==> src/rtl/jt900h_idxaddr_if.sv <==
// Bus between the TLCS-900H indexed-address generator and its sequencer/register file.
// Everything except clock and reset travels through this interface.
interface jt900h_idxaddr_if;
  logic        cen;
  logic        start;
  logic [7:0]  mode;
  logic        busy;
  logic        byte_req;
  logic        byte_vld;
  logic [7:0]  byte_in;
  logic        idx_en;
  logic [7:0]  idx_rdreg_sel;
  logic [7:0]  idx_rdreg_aux;
  logic [1:0]  reg_step;
  logic        reg_inc;
  logic        reg_dec;
  logic [31:0] src_out;
  logic [31:0] dst_out;
  logic [23:0] addr;
  logic        addr_vld;
  logic        err;

  modport slave (
    input  cen, start, mode, byte_vld, byte_in, src_out, dst_out,
    output busy, byte_req, idx_en, idx_rdreg_sel, idx_rdreg_aux, reg_step, reg_inc, reg_dec,
           addr, addr_vld, err
  );

  modport master (
    output cen, start, mode, byte_vld, byte_in, src_out, dst_out,
    input  busy, byte_req, idx_en, idx_rdreg_sel, idx_rdreg_aux, reg_step, reg_inc, reg_dec,
           addr, addr_vld, err
  );
endinterface

==> src/rtl/jt900h_idxaddr.sv <==
// TLCS-900H memory-operand effective-address generator: decodes the mode byte, gathers
// extension/offset bytes, reads registers for one cycle and emits a 24-bit address.
module jt900h_idxaddr (
  input logic            clk,
  input logic            rst,
  jt900h_idxaddr_if.slave bus
);

  typedef enum logic [2:0] {StIdle, StExt, StOfs, StRd, StOut} state_e;
  typedef enum logic [3:0] {
    KBase, KD8, KImm, KExt, KPre, KPost, KD16, KR8, KR16
  } kind_e;

  state_e      state_q, state_d;
  kind_e       kind_q, kind_d;
  logic [1:0]  cnt_q, cnt_d;
  logic [1:0]  last_q, last_d;
  logic [7:0]  reg_q, reg_d;
  logic [1:0]  step_q, step_d;
  logic [23:0] ofs_q, ofs_d;
  logic [23:0] addr_q, addr_d;
  logic        err_q, err_d;
  logic        byte_take;
  logic        in_rd, code_ofs;
  logic        unused_hi;

  assign unused_hi = ^{bus.src_out[31:24], bus.dst_out[31:24]};
  assign byte_take = bus.byte_req & bus.byte_vld;

  always_comb begin
    state_d = state_q;
    kind_d  = kind_q;
    cnt_d   = cnt_q;
    last_d  = last_q;
    reg_d   = reg_q;
    step_d  = step_q;
    ofs_d   = ofs_q;
    addr_d  = addr_q;
    err_d   = 1'b0;
    unique case (state_q)
      StIdle: begin
        if (bus.start) begin
          ofs_d = '0;
          cnt_d = '0;
          if (bus.mode[7:6] == 2'b10) begin
            // Short register code: E0,E4,E8,EC then F0,F4,F8,FC.
            reg_d   = {3'b111, bus.mode[2:0], 2'b00};
            last_d  = 2'd0;
            kind_d  = bus.mode[3] ? KD8 : KBase;
            state_d = bus.mode[3] ? StOfs : StRd;
          end else if (bus.mode[7:6] == 2'b11) begin
            case (bus.mode[2:0])
              3'd0, 3'd1, 3'd2: begin
                kind_d  = KImm;
                last_d  = bus.mode[1:0];
                state_d = StOfs;
              end
              3'd3:    begin kind_d = KExt;  state_d = StExt; end
              3'd4:    begin kind_d = KPre;  state_d = StExt; end
              3'd5:    begin kind_d = KPost; state_d = StExt; end
              default: err_d = 1'b1;
            endcase
          end else begin
            err_d = 1'b1;
          end
        end
      end
      StExt: begin
        if (byte_take) begin
          reg_d  = {bus.byte_in[7:2], 2'b00};
          step_d = bus.byte_in[1:0];
          last_d = 2'd1;
          if (kind_q == KExt) begin
            if (bus.byte_in[1:0] == 2'b00) begin
              kind_d = KBase; state_d = StRd;
            end else if (bus.byte_in[1:0] == 2'b01) begin
              kind_d = KD16;  state_d = StOfs;
            end else if (bus.byte_in == 8'h03) begin
              kind_d = KR8;   state_d = StOfs;
            end else if (bus.byte_in == 8'h07) begin
              kind_d = KR16;  state_d = StOfs;
            end else begin
              err_d = 1'b1;   state_d = StIdle;
            end
          end else if (bus.byte_in[1:0] == 2'b11) begin
            err_d = 1'b1; state_d = StIdle;
          end else begin
            state_d = StRd;
          end
        end
      end
      StOfs: begin
        if (byte_take) begin
          case (cnt_q)
            2'd0:    ofs_d[7:0]   = bus.byte_in;
            2'd1:    ofs_d[15:8]  = bus.byte_in;
            default: ofs_d[23:16] = bus.byte_in;
          endcase
          cnt_d = cnt_q + 2'd1;
          if (cnt_q == last_q) begin
            if (kind_q == KImm) begin
              addr_d  = ofs_d;
              state_d = StOut;
            end else begin
              state_d = StRd;
            end
          end
        end
      end
      StRd: begin
        case (kind_q)
          KD8:     addr_d = bus.src_out[23:0] + {{16{ofs_q[7]}}, ofs_q[7:0]};
          KD16:    addr_d = bus.src_out[23:0] + {{8{ofs_q[15]}}, ofs_q[15:0]};
          KR8:     addr_d = bus.src_out[23:0] + {{16{bus.dst_out[7]}}, bus.dst_out[7:0]};
          KR16:    addr_d = bus.src_out[23:0] + {{8{bus.dst_out[15]}}, bus.dst_out[15:0]};
          KPre:    addr_d = bus.dst_out[23:0];
          default: addr_d = bus.src_out[23:0];
        endcase
        state_d = StOut;
      end
      StOut:   state_d = StIdle;
      default: state_d = StIdle;
    endcase
  end

  always_ff @(posedge clk or posedge rst) begin
    if (rst) begin
      state_q <= StIdle;
      kind_q  <= KBase;
      cnt_q   <= '0;
      last_q  <= '0;
      reg_q   <= '0;
      step_q  <= '0;
      ofs_q   <= '0;
      addr_q  <= '0;
      err_q   <= 1'b0;
    end else if (bus.cen) begin
      state_q <= state_d;
      kind_q  <= kind_d;
      cnt_q   <= cnt_d;
      last_q  <= last_d;
      reg_q   <= reg_d;
      step_q  <= step_d;
      ofs_q   <= ofs_d;
      addr_q  <= addr_d;
      err_q   <= err_d;
    end
  end

  // Register-file strobes exist only in RD; (r32+r8/r16) take both codes from the operand bytes.
  assign in_rd    = (state_q == StRd);
  assign code_ofs = (kind_q == KR8) || (kind_q == KR16);

  always_comb begin
    bus.idx_rdreg_sel = '0;
    bus.idx_rdreg_aux = '0;
    bus.reg_step      = '0;
    if (in_rd) begin
      bus.idx_rdreg_sel = code_ofs ? ofs_q[7:0] : reg_q;
      if (code_ofs) begin
        bus.idx_rdreg_aux = ofs_q[15:8];
      end else if (kind_q == KPre || kind_q == KPost) begin
        bus.idx_rdreg_aux = reg_q;
        bus.reg_step      = step_q;
      end
    end
  end

  assign bus.busy     = (state_q != StIdle);
  assign bus.byte_req = (state_q == StExt) || (state_q == StOfs);
  assign bus.idx_en   = in_rd;
  assign bus.reg_inc  = in_rd && (kind_q == KPost);
  assign bus.reg_dec  = in_rd && (kind_q == KPre);
  assign bus.addr     = addr_q;
  assign bus.addr_vld = (state_q == StOut);
  assign bus.err      = err_q;

endmodule

==> src/flat_wrapper.sv <==
// flat-port wrapper written by rule: the top's interface ports become plain ports
module jt900h_idxaddr_flat 
  (clk, rst, bus_cen, bus_start, bus_mode, bus_byte_vld, bus_byte_in, bus_src_out, bus_dst_out, bus_busy, bus_byte_req, bus_idx_en, bus_idx_rdreg_sel, bus_idx_rdreg_aux, bus_reg_step, bus_reg_inc, bus_reg_dec, bus_addr, bus_addr_vld, bus_err);
  jt900h_idxaddr_if bus_i ();
  input logic clk;
  input logic rst;
  input wire logic [$bits(bus_i.cen)-1:0] bus_cen;
  input wire logic [$bits(bus_i.start)-1:0] bus_start;
  input wire logic [$bits(bus_i.mode)-1:0] bus_mode;
  input wire logic [$bits(bus_i.byte_vld)-1:0] bus_byte_vld;
  input wire logic [$bits(bus_i.byte_in)-1:0] bus_byte_in;
  input wire logic [$bits(bus_i.src_out)-1:0] bus_src_out;
  input wire logic [$bits(bus_i.dst_out)-1:0] bus_dst_out;
  output wire logic [$bits(bus_i.busy)-1:0] bus_busy;
  output wire logic [$bits(bus_i.byte_req)-1:0] bus_byte_req;
  output wire logic [$bits(bus_i.idx_en)-1:0] bus_idx_en;
  output wire logic [$bits(bus_i.idx_rdreg_sel)-1:0] bus_idx_rdreg_sel;
  output wire logic [$bits(bus_i.idx_rdreg_aux)-1:0] bus_idx_rdreg_aux;
  output wire logic [$bits(bus_i.reg_step)-1:0] bus_reg_step;
  output wire logic [$bits(bus_i.reg_inc)-1:0] bus_reg_inc;
  output wire logic [$bits(bus_i.reg_dec)-1:0] bus_reg_dec;
  output wire logic [$bits(bus_i.addr)-1:0] bus_addr;
  output wire logic [$bits(bus_i.addr_vld)-1:0] bus_addr_vld;
  output wire logic [$bits(bus_i.err)-1:0] bus_err;
  assign bus_i.cen = bus_cen;
  assign bus_i.start = bus_start;
  assign bus_i.mode = bus_mode;
  assign bus_i.byte_vld = bus_byte_vld;
  assign bus_i.byte_in = bus_byte_in;
  assign bus_i.src_out = bus_src_out;
  assign bus_i.dst_out = bus_dst_out;
  assign bus_busy = bus_i.busy;
  assign bus_byte_req = bus_i.byte_req;
  assign bus_idx_en = bus_i.idx_en;
  assign bus_idx_rdreg_sel = bus_i.idx_rdreg_sel;
  assign bus_idx_rdreg_aux = bus_i.idx_rdreg_aux;
  assign bus_reg_step = bus_i.reg_step;
  assign bus_reg_inc = bus_i.reg_inc;
  assign bus_reg_dec = bus_i.reg_dec;
  assign bus_addr = bus_i.addr;
  assign bus_addr_vld = bus_i.addr_vld;
  assign bus_err = bus_i.err;
  jt900h_idxaddr u_core (.clk(clk), .rst(rst), .bus(bus_i));
endmodule
==> config.mk <==
export PLATFORM = sky130hd
export DESIGN_NAME = jt900h_idxaddr_flat
export DESIGN_NICKNAME = d
export VERILOG_FILES = /design/src/rtl/jt900h_idxaddr_if.sv /design/src/rtl/jt900h_idxaddr.sv /design/src/flat_wrapper.sv
export SDC_FILE = /design/constraint.sdc
export NUM_CORES = 1
export LEC_CHECK = 0
export CAP_MARGIN = 20
export CORE_MARGIN = 2
export CORE_UTILIZATION = 51
export CTS_CLUSTER_SIZE = 14
export DETAILED_ROUTE_END_ITERATION = 8
export PLACE_DENSITY = 0.78
export SETUP_SLACK_MARGIN = 0.1
export SYNTH_ARGS = -nofsm -noshare
export SYNTH_HDL_FRONTEND = slang
export SYNTH_SLANG_ARGS = --single-unit
export TNS_END_PERCENT = 10
==> constraint.sdc <==
create_clock -name clk -period 4.9 [get_ports clk]
set_input_delay 0.98 -clock clk [delete_from_list [all_inputs] [get_ports clk]]
set_output_delay 0.98 -clock clk [all_outputs]
set_load 0.01 [all_outputs]
==> flow_summary_export.csv <==
group,metric,value,unit
placed_design,numPortBuffers,115,
detailed_routing,dr.pass1.iters,5,
cells_and_area,drive_gt1_share,8.136,%
placed_design,gp_congestion,0.9214,
critical_path,cp.required,5.16,ns
critical_path,crit_path_start_kind,"register",
timing,fin_crit_sh,86.13,%
clocking,cts_root_buf,"clkbuf_8",
worst_hold_path,whs_path_depth,2,
logic_synthesis,avgSynthCellArea,8.471,um^2
global_routing,antenna_found_initial,0,
cells_and_area,final_common_cell,"clkdlybuf4s50_1",
detailed_routing,avgViaCountPerCell,6.397,
global_routing,grt.met3_usage,5.140,%
floorplanning,ios,134,
detailed_routing,vias,5770,
clocking,cts_setup_buffers,0,
logic_synthesis,synth-edff-count,0,
global_routing,grt_util_met1,43.52,%
logic_synthesis,synth_top_family_by_area,"compound AO/OA/AOI/OAI gates",
placed_design,placed_area,6824,um^2
cells_and_area,diodes,0,
critical_path,worstPathArrival,4.48,ns
clocking,cts_max_level,3,
timing,rsz0062_at_grt,"false",
floorplanning,num_rows,38,
timing,finalSetupViolCount,0,
logic_synthesis,synth_seq_cells,68,
clocking,cts_buffer_depth,2,
global_routing,grt-ovfl-total,0,
cells_and_area,mostFrequentLayoutCells,"clkdlybuf4s50_1 (115), dfrtp_1 (68), a21oi_1 (67)",
timing,hold_violations,0,
global_routing,grt_busiest_layer,"met2",
clocking,tritoncts,"yes",
logic_synthesis,synthAdderAreaFrac,7.006,%
cells_and_area,area_growth,25.88,%
pwr,total_power,4581,uW
critical_path,reg2reg_depth,15,
logic_synthesis,ys.flop_type,"dfrtp_1",
clocking,clock_latency,0.35,ns
detailed_routing,routed_wl,17930,um
detailed_routing,antenna_left,0,
logic_synthesis,synth-simple-area-share,16.93,%
global_routing,gr-usage-met2,47.91,%
timing,fmax,237.0,MHz
logic_synthesis,ys_types,66,
clocking,ctsHoldBuffers,0,
flow_run,maxCapViolations,0,
floorplanning,die_y,108.9,um
cells_and_area,num-nets-final,872,
logic_synthesis,async_flop_share,100.0,%
logic_synthesis,synth_xor_area_share,4.061,%
floorplanning,initial_core_util,51.96,%
global_routing,grt_pass1_wl,28260,um
critical_path,critPathKind,"register to register",
logic_synthesis,syn_nets,777,
clocking,clk_pin_slew,0.09,ns
floorplanning,core,10790,um^2
pwr,power_density,648.9,nW/um^2
detailed_routing,wl_per_cell,19.87,um
logic_synthesis,synth-compound-area-share,28.74,%
placed_design,dp_hpwl,13660,um
critical_path,critPathMaxFanout,13,
clocking,cts_buffers,9,
run_status,status,"finished, final reports clean",
global_routing,grt_max_degree,54,
logic_synthesis,yosysSeqAreaShare,30.34,%
global_routing,grt_pass1_vias,5427,
critical_path,end_kind,"register",
logic_synthesis,netlist_area,5608,um^2
timing,slew_headroom,37.79,%
timing,drv_slew,0,
logic_synthesis,syn_inst,662,
timing,worst_pin_slew,0.9318,ns
floorplanning,die_area,11850,um^2
logic_synthesis,synthMuxAreaShare,8.523,%
cells_and_area,finalInstanceArea,7059,um^2
timing,finalSetupTns,0,ns
clocking,clock_sinks,68,
pwr,p_leak,0.003024,uW
logic_synthesis,ys_warn_count,0,
global_routing,grtUsageTotal,30.51,%
clocking,cts-resized-gates,0,
pwr,vdd_drop_max,0.0004488,V
detailed_routing,drc,0,
timing,min_period,4.220,ns
floorplanning,die_x,108.9,um
detailed_routing,drt_iter0_markers,489,
timing,fin_skew,0.01387,ns
worst_hold_path,min_path_type,"register to register",
[worst paths after layout]
check | from | endpoint | slack [ns]
worst min-delay path | u_core.bus.addr[2] | u_core.bus.addr[2] | 0.49
worst max register to register | u_core.kind_q[3] | u_core.bus.addr[18] | 0.68
min in group asynchronous | rst | u_core.ofs_q[22] | 1.17
max in group asynchronous | rst | u_core.cnt_q[1] | 2.83
worst min register to register | u_core.bus.addr[2] | u_core.bus.addr[2] | 0.49
worst max-delay path | u_core.kind_q[3] | u_core.bus.addr[18] | 0.68
[through the flow]
step	setup WS [ns]	util (%)	instances	hold WS [ns]
2_1_floorplan	1.305	-	662	0.4654
3_3_place_gp	0.6879	63.23	886	0.4709
3_5_place_dp	0.6919	63.23	886	0.4792
4_1_cts	0.7407	65.41	902	0.4985
5_1_grt	0.4785	65.41	902	0.5161
6_report	0.6798	65.41	902	0.4934
[critical path, stage by stage (launching register included)]
cell and delay [ns]:
dfrtp_1 0.58, inv_2 0.10, nor4_4 0.28, buf_4 0.23, o21bai_2 0.28, mux2_2 0.25, ha_1 0.22, inv_1 0.07
fa_1 0.41, nand3b_1 0.21, a21oi_1 0.31, nor2_1 0.17, o41ai_2 0.53, a221oi_1 0.16, xor2_1 0.17, o21ai_0 0.16
[flip-flops by register name (all words and copies together) (netlist names)]
register / flops
u_core.kind_q: 4
u_core.last_q: 2
u_core.state_q: 3
u_core.bus.addr: 24
u_core.cnt_q: 2
u_core.bus.err: 1
u_core.reg_q: 6
u_core.step_q: 2
u_core.ofs_q: 24
[synthesized netlist by cell type, drive strengths merged, types with 2 or more instances]
cell type | count | share of area (%)
a2111oi | 2 | 0.31
a211oi | 6 | 0.89
a21o | 13 | 1.7
a21oi | 68 | 6.1
a221o | 3 | 0.54
a221oi | 15 | 2.6
a22o | 24 | 3.7
a22oi | 19 | 2.6
a31o | 2 | 0.31
a31oi | 13 | 1.5
and2 | 2 | 0.22
and3 | 13 | 1.5
buf | 17 | 1.8
clkbuf | 23 | 1.5
dfrtp | 68 | 30
ha | 29 | 6.5
inv | 16 | 1.1
mux2 | 14 | 2.8
mux2i | 32 | 5.7
nand2 | 56 | 3.7
nand2b | 8 | 0.89
nand3 | 23 | 2.1
nand3b | 2 | 0.27
nand4 | 5 | 0.56
nor2 | 50 | 3.4
nor2b | 5 | 0.56
nor3 | 15 | 1.8
nor3b | 2 | 0.27
nor4 | 4 | 0.83
o211ai | 4 | 0.54
o21ai | 55 | 4.9
o21bai | 5 | 0.67
o311a | 2 | 0.36
o31ai | 2 | 0.27
o41ai | 2 | 0.45
or2 | 3 | 0.33
or3 | 2 | 0.22
xnor2 | 11 | 1.7
xor2 | 15 | 2.3
[cells by family (layout without fill, tap and decap cells)]
group,after synthesis,after routing
AO/OA/AOI/OAI,243,243
AND/OR/NAND/NOR,192,192
flip-flops,68,68
buffers and inverters,56,156
multiplexers,46,46
adder cells (fa/ha/maj),31,31
XOR/XNOR,26,26
[where the power goes]
part           internal, uW  total, uW  switching [uW]
Clock                   315        543             228
Combinational          1300       2970            1670
Sequential              787       1060             276
[layer usage]
metal	wire, um	vias up
met5	0	-
met2	8241	290
met4	261	0
met1	7972	2779
met3	1449	24
li1	-	2677
[cell type report]
class | instances | area (um^2)
timing repair buffer | 124 | 1219
multi-input combinational | 538 | 3669
tap | 140 | 175.2
clock buffer | 11 | 151.4
fill | 894 | 3734
inverter | 16 | 60.06
clock inverter | 5 | 83.83
sequential | 68 | 1702
Power figures use the tool's default switching activity.
